==> src/rtl/conv_pkg.sv <==
// Shared definitions for the convolutional encode chain: frame FSM states,
// encoder memory order and a counter width helper.
package conv_pkg;

    localparam int unsigned MEM_LEN = 2;

    typedef enum logic [2:0] {
        IDLE,
        CLEAR,
        DATA,
        TAIL,
        GAP
    } state_t;

    function automatic int unsigned cnt_w(input int unsigned n);
        return (n <= 1) ? 1 : $clog2(n);
    endfunction

endpackage

==> src/rtl/conv_frame_ctrl.sv <==
// Frame sequencer for the rom -> encode -> parallel2serial chain: walks ROM
// addresses, qualifies bits into the encoder, appends flush tail and idle gap.
module conv_frame_ctrl #(
    parameter int unsigned ADDR_W  = 11,
    parameter int unsigned MEM_LEN = conv_pkg::MEM_LEN,
    parameter int unsigned GAP_CYC = 4
) (
    input  logic              clk_sig,
    input  logic              reset_sig,
    input  logic              start_sig,
    input  logic [ADDR_W-1:0] base_addr_sig,
    input  logic [ADDR_W-1:0] frame_len_sig,
    input  logic              ready_sig,
    output logic [ADDR_W-1:0] address_sig,
    output logic              rom_en_sig,
    output logic              bit_valid_sig,
    output logic              tail_sig,
    output logic              enc_clr_sig,
    output logic              busy_sig,
    output logic              done_sig,
    output logic              err_sig
);
    import conv_pkg::*;

    localparam int unsigned IW = ADDR_W + 1;
    localparam int unsigned TW = cnt_w(MEM_LEN);
    localparam int unsigned GW = cnt_w(GAP_CYC);
    // done is registered and lands in the first IDLE cycle, which itself
    // counts as the last gap cycle; GAP state therefore lasts GAP_CYC-1 cycles.
    localparam int unsigned GAP_LAST = (GAP_CYC > 1) ? GAP_CYC - 2 : 0;

    state_t            state, state_n;
    logic [ADDR_W-1:0] base_q;
    logic [ADDR_W-1:0] len_q;
    logic [IW-1:0]     idx;
    logic [TW-1:0]     tcnt;
    logic [GW-1:0]     gcnt;
    logic              done_q;
    logic              last_data;
    logic              last_tail;
    logic              last_gap;

    assign last_data = (idx == IW'(len_q) - IW'(1));
    assign last_tail = (tcnt == TW'(MEM_LEN - 1));
    assign last_gap  = (gcnt == GW'(GAP_LAST));

    always_comb begin
        state_n       = state;
        address_sig   = '0;
        rom_en_sig    = 1'b0;
        bit_valid_sig = 1'b0;
        tail_sig      = 1'b0;
        enc_clr_sig   = 1'b0;
        err_sig       = 1'b0;
        case (state)
            IDLE: begin
                if (start_sig) begin
                    if (frame_len_sig == '0) err_sig = 1'b1;
                    else                     state_n = CLEAR;
                end
            end
            CLEAR: begin
                enc_clr_sig = 1'b1;
                rom_en_sig  = 1'b1;
                address_sig = base_q;
                state_n     = DATA;
            end
            DATA: begin
                bit_valid_sig = 1'b1;
                rom_en_sig    = 1'b1;
                // look-ahead address so the sync ROM has the next bit ready
                address_sig   = base_q + idx[ADDR_W-1:0] + ADDR_W'(ready_sig);
                if (ready_sig && last_data) state_n = TAIL;
            end
            TAIL: begin
                bit_valid_sig = 1'b1;
                tail_sig      = 1'b1;
                address_sig   = base_q + idx[ADDR_W-1:0];
                if (ready_sig && last_tail) state_n = (GAP_CYC > 1) ? GAP : IDLE;
            end
            GAP: begin
                if (last_gap) state_n = IDLE;
            end
            default: state_n = IDLE;
        endcase
    end

    always_ff @(posedge clk_sig) begin
        if (reset_sig) begin
            state  <= IDLE;
            base_q <= '0;
            len_q  <= '0;
            idx    <= '0;
            tcnt   <= '0;
            gcnt   <= '0;
            done_q <= 1'b0;
        end else begin
            state  <= state_n;
            done_q <= (state_n == IDLE) && (state == TAIL || state == GAP);
            case (state)
                IDLE: begin
                    if (start_sig && frame_len_sig != '0) begin
                        base_q <= base_addr_sig;
                        len_q  <= frame_len_sig;
                        idx    <= '0;
                    end
                end
                DATA: begin
                    tcnt <= '0;
                    if (ready_sig) idx <= idx + IW'(1);
                end
                TAIL: begin
                    gcnt <= '0;
                    if (ready_sig) tcnt <= tcnt + TW'(1);
                end
                GAP: gcnt <= gcnt + GW'(1);
                default: ;
            endcase
        end
    end

    assign busy_sig = (state != IDLE);
    assign done_sig = done_q;

endmodule

==> config.mk <==
export PLATFORM = sky130hd
export DESIGN_NAME = conv_frame_ctrl
export DESIGN_NICKNAME = d
export VERILOG_FILES = /design/src/rtl/conv_pkg.sv /design/src/rtl/conv_frame_ctrl.sv
export SDC_FILE = /design/constraint.sdc
export NUM_CORES = 1
export LEC_CHECK = 0
export CAP_MARGIN = 15
export CELL_PAD_IN_SITES_DETAIL_PLACEMENT = 1
export CELL_PAD_IN_SITES_GLOBAL_PLACEMENT = 1
export CORE_MARGIN = 10
export CORE_UTILIZATION = 25
export DETAILED_ROUTE_END_ITERATION = 16
export GPL_ROUTABILITY_DRIVEN = 0
export PLACE_DENSITY_LB_ADDON = 0.1
export SKIP_CTS_REPAIR_TIMING = 1
export SYNTH_ARGS = -nofsm -noshare
export SYNTH_HDL_FRONTEND = slang
export SYNTH_SLANG_ARGS = --single-unit
==> constraint.sdc <==
create_clock -name clk_sig -period 3.9 [get_ports clk_sig]
set_input_delay 0.975 -clock clk_sig [delete_from_list [all_inputs] [get_ports clk_sig]]
set_output_delay 0.975 -clock clk_sig [all_outputs]
set_load 0.005 [all_outputs]
# Word-level counts from Yosys, hierarchy flattened
# Cells that the tools add are included.
# word_totals
register_bits	41
input_bits	26
out_inout_bits	18
elab_cells	60
# op_classes
addsub	6
eq_ne	9
muxes	20
reduce_logical	18
# ops
op	count
$pmux 11 s3	1
$mux 12	2
$pmux 12 s2	1
$mux 3	5
$pmux 3 s5	1
$add 12x1->12 const B	1
$eq 12x12->1	1
$sub 11x1->12 const B	1
$add 11x1->11	1
$add 11x11->11	1
$logic_not 11->1	1
$reduce_bool 11->1	1
$mux 1	8
$eq 3x2->1 const B	2
$logic_not 3->1	2
$ne 2x2->1 const B	3
$reduce_bool 2->1	3
$logic_and 1x1->1	4
$pmux 2 s2	1
$reduce_and 2->1	2
$reduce_or 2->1	2
$eq 3x1->1 const B	1
$eq 3x3->1 const B	1
$reduce_and 3->1	1
6 further kinds	6

# Logic depth before layout (Yosys ltp)
# Gate-level depths: netlist of the first run.
# logic_depth
depth_word	7
ltp_mapped	10
ltp_nobuf	9

# Worst setup path after synthesis of the first run
# Ideal clock, no wire load.
# synth_path
kind	input -> output
start	input ready_sig
end	output address_sig[10]
t_arrival_ns	2.451
t_required_ns	2.925
path_slack_ns	0.474
path_stages	8
n_path_buf	0
path_cell_list	ha_1 ha_1 nand2b_1 nor4b_2 and3_1 a41oi_1 nor4_1 nand2_1
# synth_via
elab_chain_cells	2
# synth_rtl
item	line	rtl
start, declared	conv_frame_ctrl.sv:13	input logic ready_sig,
$add 11x1->11	conv_frame_ctrl.sv:72	address_sig = base_q + idx[ADDR_W-1:0] + ADDR_W'(ready_sig);
$pmux 11 s3	conv_frame_ctrl.sv:55	case (state)
end, declared	conv_frame_ctrl.sv:14	output logic [ADDR_W-1:0] address_sig,
# Every way passes these cells.

# Worst setup path after layout of the first run
# layout_path
start	register idx[0]
end	output address_sig[10]
# layout_via
elab_chain_cells	3
# layout_rtl
item	line	rtl
start, declared	conv_frame_ctrl.sv:35	logic [IW-1:0] idx;
start signal, assigned	conv_frame_ctrl.sv:110	if (ready_sig) idx <= idx + IW'(1);
$add 11x11->11 (*)	conv_frame_ctrl.sv:72, conv_frame_ctrl.sv:78	
$add 11x1->11	conv_frame_ctrl.sv:72	
$pmux 11 s3 (*)	conv_frame_ctrl.sv:55	
# Every way passes the cells marked *; elsewhere a longest branch is shown, timed or not.

==> results of run 1 <==
==> logic make-up after synthesis <==
kind of cell,Yosys count
AND/OR/NAND/NOR,159
buffers and inverters,21
flip-flops,41
multiplexers,28
adder cells (fa/ha/maj),16
AO/OA/AOI/OAI,58
XOR/XNOR,36
==> flip-flops by register name, indices dropped and copies added, names as in the netlist <==
signal / count
len_q: 11
done_sig: 1
state: 3
base_q: 11
gcnt: 2
last_tail: 1
idx: 12
==> cell type report <==
type | count | area [um^2] | share of cell area [%]
Timing Repair Buffer | 77 | 686 | 17.2
Inverter | 6 | 22.5 | 0.564
Sequential cell | 41 | 822 | 20.6
Clock buffer | 7 | 143 | 3.57
Clock inverter | 1 | 30.0 | 0.753
Tap cell | 143 | 179 | 4.48
Multi-Input combinational cell | 297 | 2110 | 52.8
==> tightest hold or removal path, delay by kind of cell (launching register included) <==
| family | cells | cell delay (ns) |
|---|---|---|
| compound gates | 1 | 0.05 |
| flops | 1 | 0.32 |
| simple gates | 1 | 0.07 |
==> metal layers <==
metal	vias to the layer above	track usage (%)	wire [um]
met5	-	0	0
met1	1335	14.9	4550
li1	1410	-	-
met2	35	18.2	4330
met3	8	2.67	411
met4	0	3.18	97
==> worst paths after layout <==
check,from,end,slack [ns],cells past startpoint
max,idx[0],address_sig[10],0.04,11
min,last_tail,state[2],0.49,2
max reg2reg,len_q[0],state[0],1.35,8
min reg2reg,last_tail,state[2],0.49,2
==> layout by cell type, fill, tap and decap left out, types with 4 or more instances in the layout <==
master / synthesis / routed
xor2_1: 22 / 20
inv_1: 6 / 6
nor3_1: 4 / 4
buf_4: 0 / 34
and3_1: 6 / 4
a21o_1: 5 / 5
dfxtp_1: 41 / 40
nand3b_1: 5 / 5
clkdlybuf4s50_1: 0 / 37
clkbuf_16: 0 / 5
mux2i_1: 25 / 25
a22oi_1: 4 / 4
a21oi_1: 16 / 14
dlymetal6s2s_1: 0 / 4
nand2b_1: 6 / 6
nor4_1: 7 / 4
nor2_1: 59 / 58
ha_1: 15 / 13
nand3_1: 15 / 15
nand2_1: 23 / 23
o21ai_1: 0 / 4
o21ai_0: 15 / 11
nand4_1: 4 / 4
and2_1: 5 / 5
or3_1: 4 / 4
xnor2_1: 14 / 13
==> power by group through the flow <==
stage / Combinational (mW) / Sequential (mW) / Clock [mW]
5_1_grt: 0.397 / 0.478 / 0.539
2_1_floorplan: 0.215 / 0.470 / 0
6_report: 0.353 / 0.474 / 0.501
3_5_place_dp: 0.350 / 0.484 / 0
4_1_cts: 0.353 / 0.474 / 0.521
3_3_place_gp: 0.345 / 0.483 / 0
==> results.json, run 1 <==
{
  "ys_top_cells_by_count": "59 x nor2_1, 41 x dfxtp_1, 25 x mux2i_1, 23 x nand2_1, 22 x xor2_1",
  "relSlewSlack_pct": 68.3,
  "nets": 470,
  "synth_cell_types": 54,
  "synth_most_common_cell": "nor2_1",
  "grt_pass1_vias": 2840,
  "clk_pin_slew_ns": 0.06,
  "p_int_mw": 0.942,
  "utilization_pct": 34.8,
  "hold_class": "reg -> reg",
  "seq_area_frac_synth_pct": 28.0,
  "grtUsageTotal_pct": 11.4,
  "yosys_most_used_dff": "dfxtp_1",
  "fin_crit_sh_pct": 98.9,
  "finClkSkew_ns": 0.00464,
  "yosys.area_share.simple_pct": 28.6,
  "critical_path.slowest_cell": "fa_2",
  "status": "finished clean",
  "dpl_worst_slack_ns": -0.748,
  "finalCriticalPeriod_ns": 3.86,
  "port_buffers": 43,
  "finalSetupViolCount": 0,
  "synthTopCellsByArea": "dfxtp_1 28%, mux2i_1 8.5%, nor2_1 7.5%",
  "path_class": "reg -> out",
  "rsz0062_at_grt": "yes",
  "seqPwrFrac_pct": 35.7,
  "power_density_nw_per_um2": 333,
  "avgSynthCellArea_um2": 8.17,
  "swShare_pct": 29.1,
  "fin_cells": 572,
  "wl_mm": 9.38,
  "syn-num-nets": 401,
  "yosysWarnings": 0,
  "finalSetupTns_ns": 0,
  "cts_made_buffers": 5,
  "ant_nets": 0,
  "placementRows": 39,
  "fin_hold_ws_ns": 0.490,
  "io_pins": 44,
  "synthAdderAreaFrac_pct": 7.08,
  "synth_edf_count": 0,
  "die_w_um": 128,
  "synth_top_family_by_area": "simple AND/OR/NAND/NOR gates",
  "ys_ff_latch": 41,
  "path_max_fanout": 3,
  "clock_sinks": 41,
  "synth.top_cell.area_share_pct": 28.0,
  "cp_cell_sequence": "ha_4, fa_2, ha_1, nand2b_1, nor4b_4, and3_4, buf_4, a41oi_1, nor4_2, nand2_1, clkbuf_2",
  "hold_viol_final": 0,
  "fmax_mhz": 259,
  "drive_above_1_share_pct": 16.6,
  "dp.cells": 559,
  "dr.pass1.iters": 4,
  "critPathMaxStageDelay_ns": 0.54,
  "fill_cells": 1362,
  "hpwlAfterDp_mm": 7.32,
  "grt_pass1_wl_mm": 15.2,
  "leakagePower_nw": 1.66,
  "end_kind": "primary output",
  "grt_max_degree": 32,
  "slew_viol_final": 0,
  "insertion_delay_ns": 0.29,
  "synth_compound_area_share_pct": 12.6,
  "crit_required_ns": 2.92,
  "grt_overflow": 0,
  "diodes": 0,
  "pwr-share-comb_pct": 26.6,
  "finalPower_mw": 1.33,
  "drt_iter0_markers": 86,
  "start_util_pct": 25.6,
  "syn_area_um2": 2930,
  "worst_path_dominant_cell_family": "simple AND/OR/NAND/NOR gates",
  "path_buf_inv": 2,
  "layout_setup_ws_ns": 0.0432,
  "design.core.area_um2": 11500,
  "cts_tree": "yes",
  "p_sw_mw": 0.387,
  "synth_cells": 359,
  "async_flop_share_pct": 0,
  "synth_area_leader_cell": "dfxtp_1",
  "startpoint_type": "register",
  "antenna_found_initial": 0,
  "clkPwrFrac_pct": 37.7,
  "clk_path_buf_depth": 2,
  "synth_mux_area_share_pct": 9.68,
  "arrival_ns": 2.88,
  "die_height_um": 128,
  "cap_violations": 0,
  "tightest_slew_ns": 0.474,
  "synth_xor_area_share_pct": 10.7,
  "postLayoutCellArea_um2": 3990,
  "vias": 2788,
  "syn_to_final_growth_pct": 36.0,
  "routed_via_density": 4.87,
  "die_area_um2": 16500,
  "dpl-instance-area_um2": 3690,
  "avgRoutedWirePerCell_um": 16.4,
  "cts-root-buf": "clkbuf_16",
  "htree_levels": 2,
  "drcViolationCount": 0,
  "irDropWorstVdd_mv": 0.156
}
Note: power is estimated with default switching activity, not from simulation.
==> run 2: changes to the inputs <==
--- a/config.mk
+++ b/config.mk
@@ -9,7 +9,7 @@
 export CELL_PAD_IN_SITES_DETAIL_PLACEMENT = 1
 export CELL_PAD_IN_SITES_GLOBAL_PLACEMENT = 1
 export CORE_MARGIN = 10
-export CORE_UTILIZATION = 25
+export CORE_UTILIZATION = 41
 export DETAILED_ROUTE_END_ITERATION = 16
 export GPL_ROUTABILITY_DRIVEN = 0
 export PLACE_DENSITY_LB_ADDON = 0.1
==> results.json, run 2 (synthesis gave the netlist of run 1 again) <==
{
  "status": "finished clean",
  "rsz0062_at_grt": "yes",
  "layout_commonest_cell": "nor2_1",
  "r2r_start": "len_q[0]",
  "p_int_mw": 0.811,
  "arrival_ns": 2.81,
  "finalCriticalPeriod_ns": 3.78,
  "grtUsageTotal_pct": 15.6,
  "vias": 2856,
  "fmax_mhz": 264,
  "leakagePower_nw": 1.68,
  "rr_endpoint": "state[0]",
  "grt_max_degree": 26,
  "placementRows": 30,
  "insertion_delay_ns": 0.29,
  "fin_cells": 522,
  "nets": 468,
  "path_class": "reg -> out",
  "drive_above_1_share_pct": 18.1,
  "busiest_layer": "met2",
  "relSlewSlack_pct": 58.0,
  "diodes": 0,
  "p_sw_mw": 0.364,
  "cts-root-buf": "clkbuf_8",
  "cts_made_buffers": 5,
  "clock_sinks": 41,
  "power_density_nw_per_um2": 299,
  "swShare_pct": 31.0,
  "dr.pass1.iters": 4,
  "finalSetupViolCount": 0,
  "crit_required_ns": 2.92,
  "clk_pin_slew_ns": 0.08,
  "die_w_um": 105,
  "hold_start": "last_tail",
  "use_met1_pct": 19.5,
  "cap_violations": 0,
  "end_kind": "primary output",
  "clkPwrFrac_pct": 29.2,
  "layout_common_cells": "58 x nor2_1, 39 x dfxtp_1, 36 x clkdlybuf4s50_1",
  "min_delay_path_depth": 2,
  "antenna_found_initial": 0,
  "irDropWorstVdd_mv": 0.217,
  "pwr-share-comb_pct": 31.0,
  "avgRoutedWirePerCell_um": 17.2,
  "gr-usage-met2_pct": 27.0,
  "path_max_fanout": 4,
  "port_buffers": 43,
  "hpwlAfterDp_mm": 6.82,
  "reg2regPathDepth": 8,
  "hold_class": "reg -> reg",
  "seqPwrFrac_pct": 39.8,
  "dpl_worst_slack_ns": -0.678,
  "die_height_um": 105,
  "hold_viol_final": 0,
  "wl_mm": 8.96,
  "routed_via_density": 5.47,
  "dp.cells": 509,
  "drt_iter0_markers": 85,
  "holdPathEnd": "state[2]",
  "drcViolationCount": 0,
  "fin_crit_sh_pct": 97.0,
  "finalPower_mw": 1.18,
  "slew_viol_final": 0,
  "design.core.area_um2": 6870,
  "grt_pass1_wl_mm": 14.4,
  "clk_path_buf_depth": 2,
  "start_util_pct": 42.7,
  "startpoint_type": "register",
  "rrSetupSlack_ns": 1.36,
  "layout_setup_ws_ns": 0.117,
  "utilization_pct": 57.2,
  "top_regs": "idx x12, base_q x11, len_q x11",
  "largest_reg_flops": 12,
  "use_met3_pct": 2.89,
  "grt_pass1_vias": 2937,
  "syn_to_final_growth_pct": 33.9,
  "finClkSkew_ns": 0.00457,
  "htree_levels": 2,
  "grt_overflow": 0,
  "ant_nets": 0,
  "regMostFlops": "idx",
  "io_pins": 44,
  "cts_tree": "yes",
  "die_area_um2": 10900,
  "tightest_slew_ns": 0.629
}
==> run 2: cell types whose count changed in the layout (fill, tap and decap cells not counted), moves of 2 or more <==
| cell | before | now |
|---|---|---|
| ha_1 | 13 | 11 |
| ha_4 | 1 | 3 |
| buf_4 | 34 | 32 |
| clkbuf_8 | 1 | 5 |
| and2_2 | 0 | 2 |
| clkbuf_16 | 5 | 0 |
| dlymetal6s2s_1 | 4 | 7 |
| and2_1 | 5 | 3 |
==> run 2: final cells by class <==
type	instances	area (um^2)
Clock buffer	5	68.8
Sequential cell	41	823
Tap cell	96	120
Inverter	6	22.5
Timing Repair Buffer	75	688
Clock inverter	2	35.0
Multi-Input combinational cell	297	2170
Fill cell	813	2940
==> run 2: critical path, cell delays in order, from the launching register on <==
cell	delay (ns)
dfxtp_2	0.34
ha_4	0.17
fa_2	0.40
a211oi_4	0.29
o21ai_1	0.11
a32oi_1	0.18
buf_4	0.16
buf_4	0.11
buf_4	0.11
a41oi_2	0.12
nor4_2	0.31
nand2_1	0.08
dlymetal6s2s_1	0.15
==> run 2: power by group through the flow <==
stage               clock (mW)  sequential (mW)  combinational [mW]
floorplan                    0            0.470               0.215
global placement             0            0.476               0.334
detailed placement           0            0.477               0.345
CTS                      0.350            0.468               0.348
global route             0.369            0.472               0.402
finish                   0.343            0.468               0.364
==> run 2: per-layer routing <==
layer | wire length (um) | vias to the layer above
met3 | 364 | 7
met4 | 70 | 0
met2 | 4400 | 48
met5 | 0 | -
li1 | - | 1407
met1 | 4130 | 1394
==> run 2: worst max path at each step <==
stage | to | from | depth (start not counted)
3_3_place_gp | address_sig[10] | ready_sig | 10
5_1_grt | address_sig[10] | idx[0] | 13
6_report | address_sig[10] | base_q[0] | 12
2_1_floorplan | address_sig[10] | ready_sig | 8
3_5_place_dp | address_sig[10] | ready_sig | 10
4_1_cts | address_sig[10] | ready_sig | 10
==> run 2: per-stage QoR <==
stage | hold slack [ns] | area (um^2) | TNS [ns]
3_3_place_gp | 0.482 | 3600 | -2.62
3_5_place_dp | 0.496 | 3600 | -3.01
6_report | 0.504 | 3930 | 0
5_1_grt | 0.550 | 3930 | -0.0721
2_1_floorplan | 0.458 | 2930 | 0
4_1_cts | 0.505 | 3710 | -3.17
